<file path="config.mk">
export PLATFORM = sky130hd
export DESIGN_NAME = frv_masked_bitwise
export DESIGN_NICKNAME = d
export VERILOG_FILES = /design/src/rtl/frv_masked_bitwise.sv
export SDC_FILE = /design/constraint.sdc
export NUM_CORES = 1
export LEC_CHECK = 0
export ABC_AREA = 1
export ABC_CLOCK_PERIOD_IN_PS = 5000
export CAP_MARGIN = 20
export CORE_ASPECT_RATIO = 1.5
export CORE_UTILIZATION = 56
export DETAILED_ROUTE_END_ITERATION = 12
export GPL_TIMING_DRIVEN = 0
export PLACE_DENSITY_LB_ADDON = 0.12
export SLEW_MARGIN = 25
export SYNTH_ARGS = -nofsm -noshare
export SYNTH_HDL_FRONTEND = slang
export SYNTH_SLANG_ARGS = --single-unit
</file>
<file path="constraint.sdc">
create_clock -name g_clk -period 5 [get_ports g_clk]
set_input_delay 0.5 -clock g_clk [delete_from_list [all_inputs] [get_ports g_clk]]
set_output_delay 0.5 -clock g_clk [all_outputs]
set_load 0.01 [all_outputs]
</file>
<file path="src/rtl/frv_masked_bitwise.sv">
// frv_masked_bitwise
//   Multi-cycle boolean-masked bitwise unit (execute stage). Evaluates
//   xor/and/ior/not on 2-share operands and returns both result shares,
//   re-randomised with a fresh PRNG word. The unmasked result is rd_s0^rd_s1.
// Ports
//   g_clk, g_resetn        clock, asynchronous active-low reset
//   flush                  abort any in-flight op, return to IDLE
//   valid, op_*            request and one-hot op select (held until ready)
//   rs1_s0/s1, rs2_s0/s1   operand shares (rs2 ignored for op_not)
//   prng                   fresh random word, valid every cycle
//   prng_upd               pulse in the accept cycle: prng word consumed
//   ready                  one-cycle pulse: rd_s0/rd_s1 valid
//   rd_s0, rd_s1           result shares (registered)
module frv_masked_bitwise #(
  parameter int unsigned XLEN       = 32,
  parameter bit          GLITCH_REG = 1'b1
) (
  input  logic            g_clk,
  input  logic            g_resetn,
  input  logic            flush,
  input  logic            valid,
  input  logic            op_xor,
  input  logic            op_and,
  input  logic            op_ior,
  input  logic            op_not,
  input  logic [XLEN-1:0] rs1_s0,
  input  logic [XLEN-1:0] rs1_s1,
  input  logic [XLEN-1:0] rs2_s0,
  input  logic [XLEN-1:0] rs2_s1,
  input  logic [XLEN-1:0] prng,
  output logic            prng_upd,
  output logic            ready,
  output logic [XLEN-1:0] rd_s0,
  output logic [XLEN-1:0] rd_s1
);

  typedef enum logic [1:0] {IDLE, CROSS, RECOMB, DONE} state_t;

  state_t state, state_nxt;

  logic            ready_q;  // ready seen last cycle: blocks restart on held valid
  logic            accept;
  logic            ior_q;
  logic [XLEN-1:0] a0_q, a1_q, b0_q, b1_q, m_q;
  logic [XLEN-1:0] t_q;      // r ^ (a0 & b1)
  logic [XLEN-1:0] u_q;      // t ^ (a1 & b0), registered when GLITCH_REG
  logic [XLEN-1:0] in_a0, in_b0;
  logic [XLEN-1:0] and_s0, and_s1, recomb;
  logic            write_and;

  // IOR runs as AND on inverted operands: invert share 0 only
  assign in_a0 = op_ior ? ~rs1_s0 : rs1_s0;
  assign in_b0 = op_ior ? ~rs2_s0 : rs2_s0;

  always_comb begin
    state_nxt = state;
    accept    = 1'b0;
    ready     = 1'b0;
    prng_upd  = 1'b0;
    case (state)
      IDLE: begin
        accept = valid & ~ready_q & (op_xor | op_and | op_ior | op_not);
        if (accept) state_nxt = (op_and | op_ior) ? CROSS : DONE;
      end
      CROSS:   state_nxt = GLITCH_REG ? RECOMB : DONE;
      RECOMB:  state_nxt = DONE;
      DONE: begin
        ready     = 1'b1;
        state_nxt = IDLE;
      end
      default: state_nxt = IDLE;
    endcase
    if (flush) begin
      state_nxt = IDLE;
      accept    = 1'b0;
      ready     = 1'b0;
    end
    prng_upd = accept;
  end

  always_ff @(posedge g_clk or negedge g_resetn) begin
    if (!g_resetn) state <= IDLE;
    else           state <= state_nxt;
  end

  // ISW recombination; cross terms are folded one at a time onto the
  // random mask so no cone ever sees both shares of one operand unmasked
  assign recomb    = GLITCH_REG ? u_q : (t_q ^ (a1_q & b0_q));
  assign and_s0    = (a0_q & b0_q) ^ m_q;
  assign and_s1    = (a1_q & b1_q) ^ recomb;
  assign write_and = GLITCH_REG ? (state == RECOMB) : (state == CROSS);

  always_ff @(posedge g_clk or negedge g_resetn) begin
    if (!g_resetn) begin
      ready_q <= 1'b0;
      ior_q   <= 1'b0;
      a0_q    <= '0;
      a1_q    <= '0;
      b0_q    <= '0;
      b1_q    <= '0;
      m_q     <= '0;
      t_q     <= '0;
      u_q     <= '0;
      rd_s0   <= '0;
      rd_s1   <= '0;
    end else if (flush) begin
      ready_q <= 1'b0;
      ior_q   <= 1'b0;
      a0_q    <= '0;
      a1_q    <= '0;
      b0_q    <= '0;
      b1_q    <= '0;
      m_q     <= '0;
      t_q     <= '0;
      u_q     <= '0;
      rd_s0   <= '0;
      rd_s1   <= '0;
    end else begin
      ready_q <= ready;
      if (accept) begin
        ior_q <= op_ior;
        a0_q  <= in_a0;
        a1_q  <= rs1_s1;
        b0_q  <= in_b0;
        b1_q  <= rs2_s1;
        m_q   <= prng;
        t_q   <= prng ^ (in_a0 & rs2_s1);
        if (op_xor) begin
          rd_s0 <= rs1_s0 ^ rs2_s0 ^ prng;
          rd_s1 <= rs1_s1 ^ rs2_s1 ^ prng;
        end else if (op_not) begin
          rd_s0 <= ~rs1_s0 ^ prng;
          rd_s1 <= rs1_s1 ^ prng;
        end
      end
      if (GLITCH_REG && state == CROSS) u_q <= t_q ^ (a1_q & b0_q);
      if (write_and) begin
        rd_s0 <= ior_q ? ~and_s0 : and_s0;
        rd_s1 <= and_s1;
      end
    end
  end

endmodule

</file>
After elaboration in Yosys (flattened, before gate mapping)
Cells that the tools add are included.
{"block": "op_classes", "n_mux": 38, "bitwise": 24, "reduce_logical": 6, "eq_ne": 4}
{"op": "$mux W32", "count": 27}
{"op": "$xor A32 B32 Y32", "count": 10}
{"op": "$and A32 B32 Y32", "count": 4}
{"op": "$not A32 Y32", "count": 3}
{"op": "$pmux W2 S4", "count": 1}
{"op": "$mux W1", "count": 7}
{"op": "$mux W2", "count": 3}
{"op": "$eq A2 B2 Y1 const B", "count": 2}
{"op": "$or A1 B1 Y1", "count": 4}
{"op": "$reduce_bool A2 Y1", "count": 2}
{"op": "$reduce_bool A4 Y1", "count": 1}
{"op": "$ne A3 B3 Y1 const B", "count": 1}
{"op": "$reduce_bool A3 Y1", "count": 1}
{"op": "$and A1 B1 Y1", "count": 2}
{"op": "$eq A2 B1 Y1 const B", "count": 1}
{"op": "$logic_not A2 Y1", "count": 1}
{"op": "$reduce_and A2 Y1", "count": 1}
{"op": "$not A1 Y1", "count": 1}
{"block": "word_totals", "input_bits": 168, "output_inout_bits": 66, "reg_bits": 292, "elab_cells": 84}

Logic depth before layout (Yosys ltp)
{"block": "depth", "depth_word": 9, "depth_mapped": 10, "mapped_depth_nobuf": 8}

Worst setup path after synthesis
OpenSTA, ideal clock, no wires.
{"block": "synth_path", "path_kind": "register -> output", "start": "reg state[0]", "end": "out prng_upd", "path_stages_with_launch": 8, "path_slack_ns": 3.195, "arrival_ns": 1.305, "path_buffers": 1, "required_ns": 4.500, "path_cell_list": "dfrtp_1 > inv_1 > ha_1 > inv_2 > nor2_4 > nand3_4 > inv_2 > buf_2"}
{"block": "synth_between", "elab_chain_len": 3}
{"item": "start: declaration", "line": "39", "text": "state_t state, state_nxt;"}
{"item": "start signal: assignment", "line": "83", "text": "else state <= state_nxt;"}
{"item": "$logic_not A2 Y1", "line": "60", "text": "case (state)"}
{"item": "$mux W1", "line": "60"}
{"item": "$mux W1", "line": "73", "text": "if (flush) begin"}
{"item": "end: declaration", "line": "31", "text": "output logic prng_upd,"}
Every way passes these cells.

Final worst setup path
Ends and elaborated chain as after synthesis.

==> summary.md <==
| Metric | Value |
|---|---|
| Maximum VDD drop | 286 uV |
| Initial cell density of the core | 0.573 |
| Worst hold path class | input pin to async pin |
| Sequential area share after synthesis | 0.421 |
| Core ar. | 30400 sq um |
| Worst path cell trace | inv_1 -> ha_1 -> inv_2 -> nor2_4 -> nand3_4 -> inv_2 -> buf_2 -> clkdlybuf4s50_1 |
| Min cycle time layout | 3.28 ns |
| Max Root-Sink Buffers | 3 |
| CP endpoint kind | primary output |
| DR vias/cell | 6.04 |
| Cell family with the largest share of critical-path delay | buffers and inverters |
| # setup viols final | 0 |
| Crit path from | state[0] |
| R2R setup slack | 2.58 ns |
| Sequential share of power | 0.361 |
| Reg2reg end | rd_s1[13] |
| Largest net degree at the start of global routing | 91 |
| Die X | 146 um |
| Syn Inst Count | 2448 |
| Reg2reg path depth | 7 |
| CTS Buf Count | 29 |
| Synthesized area per cell | 7.10 sq um |
| GR Util All Layers | 0.401 |
| Hold buffer count at cts | 1 |
| Seq cells post-synth | 292 |
| Switching pwr | 3.58 mW |
| CP required | 4.50 ns |
| Most frequent CP cell | inv_2 |
| CTS clk-pin slew, worst paths | 0.06 ns |
| Sw Ratio | 0.392 |
| First-pass GRT wire length | 97400 um |
| Max stage delay cell, worst path | clkdlybuf4s50_1 |
| Area grow syn2layout | 22.5% |
| Sum Neg Setup Slack | 0 ns |
| Maxcap violations | 0 |
| Post-CTS sizing | 0 |
| Initial antenna violation count | 1 |
| RSZ-0062 raised after global routing | no |
| Final cell count without fillers | 3134 |
| Worst skew pair latency | 0.60 ns |
| Synth cell types | 29 |
| DR vias | 18938 |
| DR WL/cell | 20.4 um |
| Leakage | 10.9 nW |
| Worst Setup EP | prng_upd |
| Length of the first detailed-routing pass in iterations | 7 |
| Chip Height | 218 um |
| Max-slew violations | 0 |
| Iteration-0 DRC Markers | 1861 |
| Fin. Hold Viols | 0 |
| Sink Count | 292 |
| Total wire length | 63900 um |
| Final Wtd Congestion | 0.937 |
| Clock power share | 0.262 |
| Actual slew at the worst max-slew pin | 0.992 ns |
| Root Buffer | clkbuf_16 |
| Period Utilization, post-route | 0.655 |
| Startpoint Class | register |
| Layout cell share with drive strength beyond 1 | 0.0589 |
| Cell depth of the worst setup path | 8 |
| DRC Markers | 0 |
| Synthesized area | 17400 sq um |
| FMAX | 305 MHz |
| Tot Pwr | 9.12 mW |
| TritonCTS clock tree | yes |
| Number of global-route vias before repair | 18468 |
| Commonest non-fill, non-tap cells in the layout | 909 x nand2_1, 530 x nand3_1, 292 x dfrtp_1 |
| Post-synth net total | 2621 |
| RR Startpoint | state[0] |
| Internal | 5.54 mW |
| Pwr Density | 429 nW/um^2 |
| Critical path fanouts, max | 10 |
| Clock Skew | 0.0242 ns |
| H-tree levels | 1 |
| Detailed placer's ending HPWL | 44600 um |
| Rel. slew slack | 0.339 |
| Final ANT Viol Nets | 0 |
| Overflow after GRT | 0 |
| # rows | 78 |
| Most common cell after layout, fill and taps aside | nand2_1 |
| Nets@finish | 2886 |
| Post-CTS setup buffers | 0 |
| Status | finished, final reports clean |
| Critical path buffer and inverter count | 5 |
| CP Class | register to primary output |
| WP data arrival | 2.78 ns |
| Die area | 31800 sq um |
| YS warnings | 0 |
| Port Buffers | 230 |
| Critical Path Max Stage Delay | 0.60 ns |
| Combinational power share | 0.377 |
| Top-level I/O count | 234 |
| Placed cells | 3081 |
==> metal layers <==
metal,vias up,part of all wire,GRT usage
li1,8398,-,-
met1,8912,0.34,0.457
met2,1264,0.47,0.654
met3,364,0.11,0.0770
met4,0,0.085,0.332
met5,-,0,0
==> state kept, by name, indices dropped and copies added (netlist names) <==
signal,count
a1_q,32
m_q,32
b0_q,32
t_q,32
ready_q,1
recomb,32
b1_q,32
ior_q,1
a0_q,32
rd_s1,32
state,2
rd_s0,32
==> kinds of logic (layout without fill, tap and decap cells) <==
logic type,after synthesis,after routing,share of synthesized area
AND/OR/NAND/NOR,1484,1484,0.368
buffers and inverters,398,682,0.0963
flip-flops,292,292,0.421
AO/OA/AOI/OAI,159,159,0.0566
XOR/XNOR,110,110,0.0554
adder cells (fa/ha/maj),5,5,0.00360
other,0,2,0
==> how the worst min path moves through the flow <==
stage | slack [ns] | endpoint | startpoint
finish | 0.42 | rd_s1[5] | g_resetn
global route | 0.46 | rd_s1[5] | g_resetn
global placement | 0.46 | rd_s0[3] | rd_s0[3]
CTS | 0.46 | rd_s1[5] | g_resetn
detailed placement | 0.46 | rd_s1[5] | g_resetn
floorplan | 0.20 | a0_q[0] | g_resetn
==> worst register-to-register path: stages (launching register included) <==
cell and delay (ns):
dfrtp_1 0.41, inv_1 0.13, ha_1 0.24, buf_2 0.33, clkbuf_1 0.70, a31oi_1 0.23
nand3_1 0.20, nand2_1 0.07
==> cells in the mapped netlist <==
library cell / n / share of area
nand2_1: 909 / 0.20
nand3_1: 530 / 0.15
dfrtp_1: 292 / 0.42
inv_1: 263 / 0.057
xor2_1: 71 / 0.036
buf_2: 65 / 0.019
o21ai_0: 60 / 0.017
o22ai_1: 54 / 0.019
xnor2_1: 39 / 0.020
clkbuf_1: 34 / 0.0073
a31oi_1: 32 / 0.012
nand4_1: 32 / 0.012
buf_4: 18 / 0.0078
o22ai_2: 10 / 0.0072
buf_1: 9 / 0.0019
ha_1: 5 / 0.0036
buf_6: 4 / 0.0026
inv_2: 4 / 0.00086
nor2_1: 3 / 0.00065
nor2_4: 3 / 0.0019
nand3_4: 2 / 0.0020
o211ai_1: 2 / 0.00086
a21oi_1: 1 / 0.00029
clkinv_1: 1 / 0.00022
nand2_2: 1 / 0.00036
nand2_4: 1 / 0.00065
nand4_2: 1 / 0.00072
nor2_2: 1 / 0.00036
or2_2: 1 / 0.00036
==> metrics by stage <==
stage	setup slack, ns	instance area (sq um)	hold WS (ns)	util
3_5_place_dp	2.08	20300	0.463	0.668
6_report	1.72	21300	0.419	0.701
3_3_place_gp	-9.36	20200	0.464	0.665
4_1_cts	1.77	21300	0.456	0.701
2_1_floorplan	3.19	17400	0.204	-
5_1_grt	1.63	21300	0.456	0.701
==> cell type report <==
cell class | instances | area [sq um]
sequential | 292 | 7310
buffer | 130 | 667
inverter | 268 | 1010
tap | 400 | 500
fill | 2498 | 9070
multi-input combinational | 1758 | 8400
clock buffer | 38 | 810
antenna | 2 | 5.00
clock inverter | 12 | 190
timing repair buffer | 234 | 2400
==> power groups by stage <==
stage | registers [mW] | logic (mW) | clock network, mW
2_1_floorplan | 3.33 | 1.69 | 0
3_3_place_gp | 3.30 | 3.25 | 0
3_5_place_dp | 3.32 | 3.32 | 0
4_1_cts | 3.28 | 3.35 | 2.37
5_1_grt | 3.35 | 3.65 | 2.48
6_report | 3.30 | 3.43 | 2.39
Power figures use the tool's default switching activity.
